===== config.mk =====
export PLATFORM = sky130hd
export DESIGN_NAME = vram_arbiter_flat
export DESIGN_NICKNAME = d
export VERILOG_FILES = /design/src/rtl/vram_pkg.sv /design/src/rtl/vram_arbiter_if.sv /design/src/rtl/vram_wr_fifo.sv /design/src/rtl/vram_arbiter.sv /design/src/flat_wrapper.sv
export SDC_FILE = /design/constraint.sdc
export NUM_CORES = 1
export LEC_CHECK = 0
export CAP_MARGIN = 20
export CORE_UTILIZATION = 45
export DETAILED_ROUTE_END_ITERATION = 7
export PLACE_DENSITY = 0.85
export SLEW_MARGIN = 20
export SYNTH_ARGS = -nofsm -noshare
export SYNTH_HDL_FRONTEND = slang
export SYNTH_SLANG_ARGS = --single-unit

===== constraint.sdc =====
create_clock -name clk -period 8 [get_ports clk]
set_input_delay 1.6 -clock clk [delete_from_list [all_inputs] [get_ports clk]]
set_output_delay 1.6 -clock clk [all_outputs]
set_load 0.03 [all_outputs]

===== src/rtl/vram_pkg.sv =====
// vram_pkg: shared widths, read-pipeline tag type and write-buffer sizing
// for the framebuffer VRAM arbiter.
package vram_pkg;

  localparam int ADDR_W      = 18;  // framebuffer word address width
  localparam int DATA_W      = 12;  // 4:4:4 RGB pixel word
  localparam int STALL_W     = 16;  // CPU stall statistics counter width
  localparam int RD_LATENCY  = 3;   // request cycle to rvalid cycle
  localparam int WRBUF_DEPTH = 4;   // posted write FIFO entries

  // Identifies who owns the read data travelling down the SRAM pipeline.
  typedef enum logic [1:0] {
    TAG_NONE   = 2'd0,
    TAG_DISP   = 2'd1,
    TAG_CPU_RD = 2'd2
  } tag_e;

endpackage


===== src/rtl/vram_arbiter_if.sv =====
// vram_arbiter_if: display fetch, CPU bus and SRAM signals of the VRAM
// arbiter. The slave modport is the arbiter view; master is the
// environment (fetcher, CPU and SRAM) view.
interface vram_arbiter_if #(
  parameter int ADDR_W  = vram_pkg::ADDR_W,
  parameter int DATA_W  = vram_pkg::DATA_W,
  parameter int STALL_W = vram_pkg::STALL_W
);

  logic               disp_req;
  logic [ADDR_W-1:0]  disp_addr;
  logic               disp_rvalid;
  logic [DATA_W-1:0]  disp_rdata;

  logic               cpu_valid;
  logic               cpu_we;
  logic [ADDR_W-1:0]  cpu_addr;
  logic [DATA_W-1:0]  cpu_wdata;
  logic               cpu_ready;
  logic               cpu_rvalid;
  logic [DATA_W-1:0]  cpu_rdata;

  logic [ADDR_W-1:0]  mem_addr;
  logic               mem_we;
  logic [DATA_W-1:0]  mem_wdata;
  logic [DATA_W-1:0]  mem_rdata;

  logic [STALL_W-1:0] cpu_stall_cycles;

  modport slave (
    input  disp_req, disp_addr, cpu_valid, cpu_we, cpu_addr, cpu_wdata, mem_rdata,
    output disp_rvalid, disp_rdata, cpu_ready, cpu_rvalid, cpu_rdata,
    output mem_addr, mem_we, mem_wdata, cpu_stall_cycles
  );

  modport master (
    output disp_req, disp_addr, cpu_valid, cpu_we, cpu_addr, cpu_wdata, mem_rdata,
    input  disp_rvalid, disp_rdata, cpu_ready, cpu_rvalid, cpu_rdata,
    input  mem_addr, mem_we, mem_wdata, cpu_stall_cycles
  );

endinterface


===== src/rtl/vram_wr_fifo.sv =====
// vram_wr_fifo: small posted-write FIFO holding {addr, data} pairs.
// A push while full is accepted only if a pop happens in the same cycle.
// Used by vram_arbiter only when VRAM_ARB_WRBUF_EN is defined.
module vram_wr_fifo #(
  parameter int AW    = vram_pkg::ADDR_W,
  parameter int DW    = vram_pkg::DATA_W,
  parameter int DEPTH = vram_pkg::WRBUF_DEPTH
) (
  input  logic          clk,
  input  logic          rst,
  input  logic          push,
  input  logic [AW-1:0] push_addr,
  input  logic [DW-1:0] push_data,
  input  logic          pop,
  output logic          full,
  output logic          empty,
  output logic [AW-1:0] head_addr,
  output logic [DW-1:0] head_data
);

  localparam int PW = $clog2(DEPTH);

  logic [AW+DW-1:0] store_r [DEPTH];
  logic [PW-1:0]    wr_ptr_r;
  logic [PW-1:0]    rd_ptr_r;
  logic [PW:0]      count_r;
  logic             push_ok_s;
  logic             pop_ok_s;

  assign full      = (count_r == (PW+1)'(DEPTH));
  assign empty     = (count_r == {(PW+1){1'b0}});
  assign pop_ok_s  = pop & ~empty;
  assign push_ok_s = push & (~full | pop_ok_s);
  assign {head_addr, head_data} = store_r[rd_ptr_r];

  // Payload storage: written on accepted pushes, no reset needed.
  always_ff @(posedge clk) begin
    if (push_ok_s) begin
      store_r[wr_ptr_r] <= {push_addr, push_data};
    end
  end

  // Pointers and occupancy count.
  always_ff @(posedge clk or posedge rst) begin
    if (rst) begin
      wr_ptr_r <= {PW{1'b0}};
      rd_ptr_r <= {PW{1'b0}};
      count_r  <= {(PW+1){1'b0}};
    end else begin
      if (push_ok_s) begin
        wr_ptr_r <= wr_ptr_r + PW'(1);
      end
      if (pop_ok_s) begin
        rd_ptr_r <= rd_ptr_r + PW'(1);
      end
      case ({push_ok_s, pop_ok_s})
        2'b10:   count_r <= count_r + (PW+1)'(1);
        2'b01:   count_r <= count_r - (PW+1)'(1);
        default: count_r <= count_r;
      endcase
    end
  end

endmodule


===== src/rtl/vram_arbiter.sv =====
// vram_arbiter: shares one single-port synchronous SRAM between display
// scanout (always wins) and the CPU bus (uses idle slots). Read data is
// steered back by a 2-stage tag pipeline aligned with mem_rdata.
// Optional feature: define VRAM_ARB_WRBUF_EN for a 4-entry posted write FIFO.
module vram_arbiter #(
  parameter int ADDR_W  = vram_pkg::ADDR_W,
  parameter int DATA_W  = vram_pkg::DATA_W,
  parameter int STALL_W = vram_pkg::STALL_W
) (
  input logic           clk,
  input logic           rst,
  vram_arbiter_if.slave bus
);
  import vram_pkg::*;

  logic               rd_out_r;
  logic               rd_busy_s;
  logic               rd_accept_s;
  logic               cpu_ready_s;
  logic               stall_inc_s;

  logic               slot_valid_s;
  logic               slot_we_s;
  logic [ADDR_W-1:0]  slot_addr_s;
  logic [DATA_W-1:0]  slot_wdata_s;
  tag_e               slot_tag_s;

  tag_e               tag_s1_r;
  tag_e               tag_s2_r;

  logic [ADDR_W-1:0]  mem_addr_r;
  logic               mem_we_r;
  logic [DATA_W-1:0]  mem_wdata_r;
  logic               disp_rvalid_r;
  logic [DATA_W-1:0]  disp_rdata_r;
  logic               cpu_rvalid_r;
  logic [DATA_W-1:0]  cpu_rdata_r;
  logic [STALL_W-1:0] stall_r;

  // The outstanding read retires in the cycle its rvalid is shown, so a new
  // read can be accepted in that same cycle.
  assign rd_busy_s = rd_out_r & ~cpu_rvalid_r;

`ifdef VRAM_ARB_WRBUF_EN
  logic              fifo_push_s;
  logic              fifo_pop_s;
  logic              fifo_full_s;
  logic              fifo_empty_s;
  logic [ADDR_W-1:0] fifo_addr_s;
  logic [DATA_W-1:0] fifo_data_s;

  // Drains use every display-idle slot; reads wait until the FIFO is empty
  // so they can never overtake a posted write.
  assign fifo_pop_s  = ~bus.disp_req & ~fifo_empty_s;
  assign cpu_ready_s = ~rst & bus.cpu_valid &
                       (bus.cpu_we ? (~fifo_full_s | fifo_pop_s)
                                   : (~rd_busy_s & fifo_empty_s & ~bus.disp_req));
  assign fifo_push_s = cpu_ready_s & bus.cpu_we;

  vram_wr_fifo #(
    .AW    (ADDR_W),
    .DW    (DATA_W),
    .DEPTH (WRBUF_DEPTH)
  ) u_wr_fifo (
    .clk       (clk),
    .rst       (rst),
    .push      (fifo_push_s),
    .push_addr (bus.cpu_addr),
    .push_data (bus.cpu_wdata),
    .pop       (fifo_pop_s),
    .full      (fifo_full_s),
    .empty     (fifo_empty_s),
    .head_addr (fifo_addr_s),
    .head_data (fifo_data_s)
  );

  // Slot owner: display, else FIFO drain, else CPU read, else idle.
  always_comb begin
    slot_valid_s = 1'b0;
    slot_we_s    = 1'b0;
    slot_addr_s  = {ADDR_W{1'b0}};
    slot_wdata_s = {DATA_W{1'b0}};
    slot_tag_s   = TAG_NONE;
    if (bus.disp_req) begin
      slot_valid_s = 1'b1;
      slot_addr_s  = bus.disp_addr;
      slot_tag_s   = TAG_DISP;
    end else if (fifo_pop_s) begin
      slot_valid_s = 1'b1;
      slot_we_s    = 1'b1;
      slot_addr_s  = fifo_addr_s;
      slot_wdata_s = fifo_data_s;
    end else if (rd_accept_s) begin
      slot_valid_s = 1'b1;
      slot_addr_s  = bus.cpu_addr;
      slot_tag_s   = TAG_CPU_RD;
    end else begin
      slot_valid_s = 1'b0;
    end
  end
`else
  assign cpu_ready_s = ~rst & bus.cpu_valid & (bus.cpu_we | ~rd_busy_s) & ~bus.disp_req;

  // Slot owner: display, else an accepted CPU access, else idle.
  always_comb begin
    slot_valid_s = 1'b0;
    slot_we_s    = 1'b0;
    slot_addr_s  = {ADDR_W{1'b0}};
    slot_wdata_s = {DATA_W{1'b0}};
    slot_tag_s   = TAG_NONE;
    if (bus.disp_req) begin
      slot_valid_s = 1'b1;
      slot_addr_s  = bus.disp_addr;
      slot_tag_s   = TAG_DISP;
    end else if (cpu_ready_s) begin
      slot_valid_s = 1'b1;
      slot_we_s    = bus.cpu_we;
      slot_addr_s  = bus.cpu_addr;
      slot_wdata_s = bus.cpu_wdata;
      slot_tag_s   = bus.cpu_we ? TAG_NONE : TAG_CPU_RD;
    end else begin
      slot_valid_s = 1'b0;
    end
  end
`endif

  assign rd_accept_s = cpu_ready_s & ~bus.cpu_we;
  assign stall_inc_s = bus.cpu_valid & ~cpu_ready_s;

  // Register the winning access onto the SRAM port; idle slots hold the address.
  always_ff @(posedge clk or posedge rst) begin
    if (rst) begin
      mem_addr_r  <= {ADDR_W{1'b0}};
      mem_we_r    <= 1'b0;
      mem_wdata_r <= {DATA_W{1'b0}};
    end else begin
      mem_we_r <= slot_we_s;
      if (slot_valid_s) begin
        mem_addr_r <= slot_addr_s;
      end
      if (slot_we_s) begin
        mem_wdata_r <= slot_wdata_s;
      end
    end
  end

  // Tag pipeline and read-data return; reset drops any read in flight.
  always_ff @(posedge clk or posedge rst) begin
    if (rst) begin
      tag_s1_r      <= TAG_NONE;
      tag_s2_r      <= TAG_NONE;
      disp_rvalid_r <= 1'b0;
      disp_rdata_r  <= {DATA_W{1'b0}};
      cpu_rvalid_r  <= 1'b0;
      cpu_rdata_r   <= {DATA_W{1'b0}};
    end else begin
      tag_s1_r      <= slot_tag_s;
      tag_s2_r      <= tag_s1_r;
      disp_rvalid_r <= (tag_s2_r == TAG_DISP);
      cpu_rvalid_r  <= (tag_s2_r == TAG_CPU_RD);
      if (tag_s2_r == TAG_DISP) begin
        disp_rdata_r <= bus.mem_rdata;
      end
      if (tag_s2_r == TAG_CPU_RD) begin
        cpu_rdata_r <= bus.mem_rdata;
      end
    end
  end

  // Single-outstanding CPU read tracking.
  always_ff @(posedge clk or posedge rst) begin
    if (rst) begin
      rd_out_r <= 1'b0;
    end else if (rd_accept_s) begin
      rd_out_r <= 1'b1;
    end else if (cpu_rvalid_r) begin
      rd_out_r <= 1'b0;
    end
  end

  // Saturating count of cycles where the CPU waits.
  always_ff @(posedge clk or posedge rst) begin
    if (rst) begin
      stall_r <= {STALL_W{1'b0}};
    end else if (stall_inc_s && (stall_r != {STALL_W{1'b1}})) begin
      stall_r <= stall_r + {{(STALL_W-1){1'b0}}, 1'b1};
    end
  end

  assign bus.cpu_ready        = cpu_ready_s;
  assign bus.mem_addr         = mem_addr_r;
  assign bus.mem_we           = mem_we_r;
  assign bus.mem_wdata        = mem_wdata_r;
  assign bus.disp_rvalid      = disp_rvalid_r;
  assign bus.disp_rdata       = disp_rdata_r;
  assign bus.cpu_rvalid       = cpu_rvalid_r;
  assign bus.cpu_rdata        = cpu_rdata_r;
  assign bus.cpu_stall_cycles = stall_r;

endmodule


===== src/flat_wrapper.sv =====
// flat-port wrapper written by rule: the top's interface ports become plain ports
module vram_arbiter_flat import vram_pkg::*;
#(
  parameter int ADDR_W  = vram_pkg::ADDR_W,
  parameter int DATA_W  = vram_pkg::DATA_W,
  parameter int STALL_W = vram_pkg::STALL_W
)
  (clk, rst, bus_disp_req, bus_disp_addr, bus_cpu_valid, bus_cpu_we, bus_cpu_addr, bus_cpu_wdata, bus_mem_rdata, bus_disp_rvalid, bus_disp_rdata, bus_cpu_ready, bus_cpu_rvalid, bus_cpu_rdata, bus_mem_addr, bus_mem_we, bus_mem_wdata, bus_cpu_stall_cycles);
  vram_arbiter_if #(.ADDR_W(ADDR_W), .DATA_W(DATA_W), .STALL_W(STALL_W)) bus_i ();
  input logic clk;
  input logic rst;
  input wire logic [$bits(bus_i.disp_req)-1:0] bus_disp_req;
  input wire logic [$bits(bus_i.disp_addr)-1:0] bus_disp_addr;
  input wire logic [$bits(bus_i.cpu_valid)-1:0] bus_cpu_valid;
  input wire logic [$bits(bus_i.cpu_we)-1:0] bus_cpu_we;
  input wire logic [$bits(bus_i.cpu_addr)-1:0] bus_cpu_addr;
  input wire logic [$bits(bus_i.cpu_wdata)-1:0] bus_cpu_wdata;
  input wire logic [$bits(bus_i.mem_rdata)-1:0] bus_mem_rdata;
  output wire logic [$bits(bus_i.disp_rvalid)-1:0] bus_disp_rvalid;
  output wire logic [$bits(bus_i.disp_rdata)-1:0] bus_disp_rdata;
  output wire logic [$bits(bus_i.cpu_ready)-1:0] bus_cpu_ready;
  output wire logic [$bits(bus_i.cpu_rvalid)-1:0] bus_cpu_rvalid;
  output wire logic [$bits(bus_i.cpu_rdata)-1:0] bus_cpu_rdata;
  output wire logic [$bits(bus_i.mem_addr)-1:0] bus_mem_addr;
  output wire logic [$bits(bus_i.mem_we)-1:0] bus_mem_we;
  output wire logic [$bits(bus_i.mem_wdata)-1:0] bus_mem_wdata;
  output wire logic [$bits(bus_i.cpu_stall_cycles)-1:0] bus_cpu_stall_cycles;
  assign bus_i.disp_req = bus_disp_req;
  assign bus_i.disp_addr = bus_disp_addr;
  assign bus_i.cpu_valid = bus_cpu_valid;
  assign bus_i.cpu_we = bus_cpu_we;
  assign bus_i.cpu_addr = bus_cpu_addr;
  assign bus_i.cpu_wdata = bus_cpu_wdata;
  assign bus_i.mem_rdata = bus_mem_rdata;
  assign bus_disp_rvalid = bus_i.disp_rvalid;
  assign bus_disp_rdata = bus_i.disp_rdata;
  assign bus_cpu_ready = bus_i.cpu_ready;
  assign bus_cpu_rvalid = bus_i.cpu_rvalid;
  assign bus_cpu_rdata = bus_i.cpu_rdata;
  assign bus_mem_addr = bus_i.mem_addr;
  assign bus_mem_we = bus_i.mem_we;
  assign bus_mem_wdata = bus_i.mem_wdata;
  assign bus_cpu_stall_cycles = bus_i.cpu_stall_cycles;
  vram_arbiter #(.ADDR_W(ADDR_W), .DATA_W(DATA_W), .STALL_W(STALL_W)) u_core (.clk(clk), .rst(rst), .bus(bus_i));
endmodule

==> run metrics <==
Pwr Density=250 mW/mm2; ant diodes=0; cell row count=30; Layout fillers=510; Fmax=181 MHz; Initial DRC Count=112; clock sink total=78; Worst Path Arrival=3.92 ns; Resize count post-CTS=0; total track usage=21.7%; worst setup path endpoint=bus_cpu_ready; post-synthesis sequential element count=78; Final Max Slew Viols=0; number of hold buffers added after cts=0; die area=0.00750 mm2; Final period util=69.0%; synth cell count leaders=78 x dfrtp_1, 30 x mux2_2, 22 x inv_1, 18 x a222oi_1; top-count cell post-synth=dfrtp_1; unrepaired setup endpoints after global routing=false; Die Width=86.6 um; Power, Total=1.22 mW; RD Place Congestion=0.826; Final min period=5.52 ns; Worst setup EP type=primary output; worst r2r src=u_core.rd_out_r; reg2reg path depth=5; largest net degree at the start of global routing=79; final core utilization=71.2%; CTS tree=done; Max FO, Critical Path=22; Mapped Area=0.00322 mm2; Overflow after GRT=0; cts bufs inserted=9; hold crit path type=reg -> reg; post-detailed-route wirelength per cell=16.0 um; Mapped Cells=229; DRC=0; Ports=139; Yosys Warn Count=0; WS Path Type=in -> out; Crit. Startpoint=bus_disp_req; Nets=437; Initial DRT Pass Iterations=8; nature of the critical path startpoint=input pin; ANT nets after route=0; Syn Area/Cell=14.1 um2; vias per std cell=5.14; Chip Height=86.6 um; Total Wirelength=7.55 mm; worst-skew pair later-pin latency=0.33 ns; Worst Skew=0.0116 ns; status=finished clean; Core Area=0.00687 mm2; area growth from synthesis to layout=51.9%; CTS H-tree lvls=3; post-synthesis async set-or-reset flop share=100%; initial core utilization=46.9%; ys flop type=dfrtp_1; Max Cap Violations=0; Post-synth EDFFs=0; CTS Root Cell=clkbuf_8; clock buffer depth=2; vias=2428; ranking of synthesized cells by area=dfrtp_1 61%, mux2_2 10%, a222oi_1 5.6%, mux2_4 4.2%, inv_1 2.6%; final hold vios=0; Post-CTS Setup Inserts=0; worst hold slack=0.348 ns; Critical Path RT=6.40 ns; first-pass GRT wire length=12.3 mm; port bufs=138; Sum Neg Setup Slack=0 ns; Worst-Margin Slew=0.946 ns; Static Leak=2.15 nW; Slew headroom=36.9%; vias in the first global route=2559; share of cells above drive strength 1=17.8%; syn_nets=295; area share of the largest cell type after synthesis=60.6%; register area share after synthesis=60.6%; Cell variety after synth=40; Yosys top cell by area=dfrtp_1; initial antenna violation count=0; clock-pin slew on the worst setup and hold paths=0.08 ns; count of final setup violators=0; r2r endpoint=u_core.bus.mem_wdata[9]; VDD IR max=175 uV; R2R setup slack=5.72 ns; Post-DP HPWL=5.48 mm
state kept, by name, indices dropped and copies added (netlist names):
name	flops
u_core.bus.mem_addr	18
u_core.bus.cpu_stall_cycles	16
u_core.bus.cpu_rdata	12
u_core.bus.disp_rdata	12
u_core.bus.mem_wdata	12
u_core.tag_s1_r	2
u_core.tag_s2_r	2
u_core.bus.cpu_rvalid	1
u_core.bus.disp_rvalid	1
u_core.bus.mem_we	1
u_core.rd_out_r	1
layout by cell type (no fill, tap or decap), types with 5 or more instances in the layout:
cell type,count
clkdlybuf4s50_1,138
dfrtp_1,78
mux2_2,30
inv_1,21
a222oi_1,18
clkbuf_8,11
mux2_4,9
xor2_1,9
nand3_1,5
nand2_1,5
through the flow:
step	std cells	setup WS (ns)	instance area, um2
after floorplan	229	3.58	3220
after global placement	456	2.57	4690
after detailed placement	456	2.50	4690
after CTS	472	2.50	4890
after global routing	472	2.40	4890
final	472	2.48	4890
logic make-up (layout without fill, tap and decap cells):
logic type	Yosys count	count (layout)	synth area share, %
AND/OR/NAND/NOR	41	41	8.89
buffers and inverters	31	178	4.35
flip-flops	78	78	60.6
AO/OA/AOI/OAI	28	28	8.12
adder cells (fa/ha/maj)	1	1	0.388
multiplexers	39	39	14.7
XOR/XNOR	11	11	2.99
cell type report:
type | count | area [um2] | area share [%]
tap | 96 | 120 | 2.45
inverter | 22 | 83.8 | 1.71
timing repair buffer | 140 | 1400 | 28.5
multi-input combinational | 120 | 1140 | 23.3
sequential | 78 | 1950 | 39.9
clock buffer | 12 | 155 | 3.17
clock inverter | 4 | 45.0 | 0.920
worst max-delay path, stage by stage:
cell,delay [ns]
clkdlybuf4s50_1,0.87
nor4b_4,0.44
buf_4,0.29
clkdlybuf4s50_1,0.72
report_power, final:
part / leakage (nW) / switching, mW / total, mW / internal [mW]
Combinational: 1.09 / 0.216 / 0.417 / 0.200
Clock: 0.106 / 0.133 / 0.293 / 0.160
Sequential: 0.956 / 0.0515 / 0.512 / 0.461
Total: 2.15 / 0.401 / 1.22 / 0.821
layer usage:
layer,track usage [%],vias to the layer above,share of wire [%]
li1,-,1125,-
met1,24.3,1193,40
met2,39.2,102,53
met3,7.71,8,6.6
met4,5.76,0,1.2
met5,0,-,0
how the worst min path moves through the flow:
| stage | start | to | slack, ns | cells after the start |
|---|---|---|---|---|
| global placement | u_core.tag_s1_r[0] | u_core.tag_s2_r[0] | 0.33 | 0 |
| CTS | u_core.tag_s1_r[1] | u_core.tag_s2_r[1] | 0.35 | 0 |
| global route | u_core.tag_s1_r[0] | u_core.tag_s2_r[0] | 0.37 | 0 |
| detailed placement | u_core.tag_s1_r[0] | u_core.tag_s2_r[0] | 0.33 | 0 |
| finish | u_core.tag_s1_r[1] | u_core.tag_s2_r[1] | 0.35 | 0 |
| floorplan | u_core.tag_s1_r[0] | u_core.tag_s2_r[0] | 0.33 | 0 |
(Power assumes the default switching activity.)
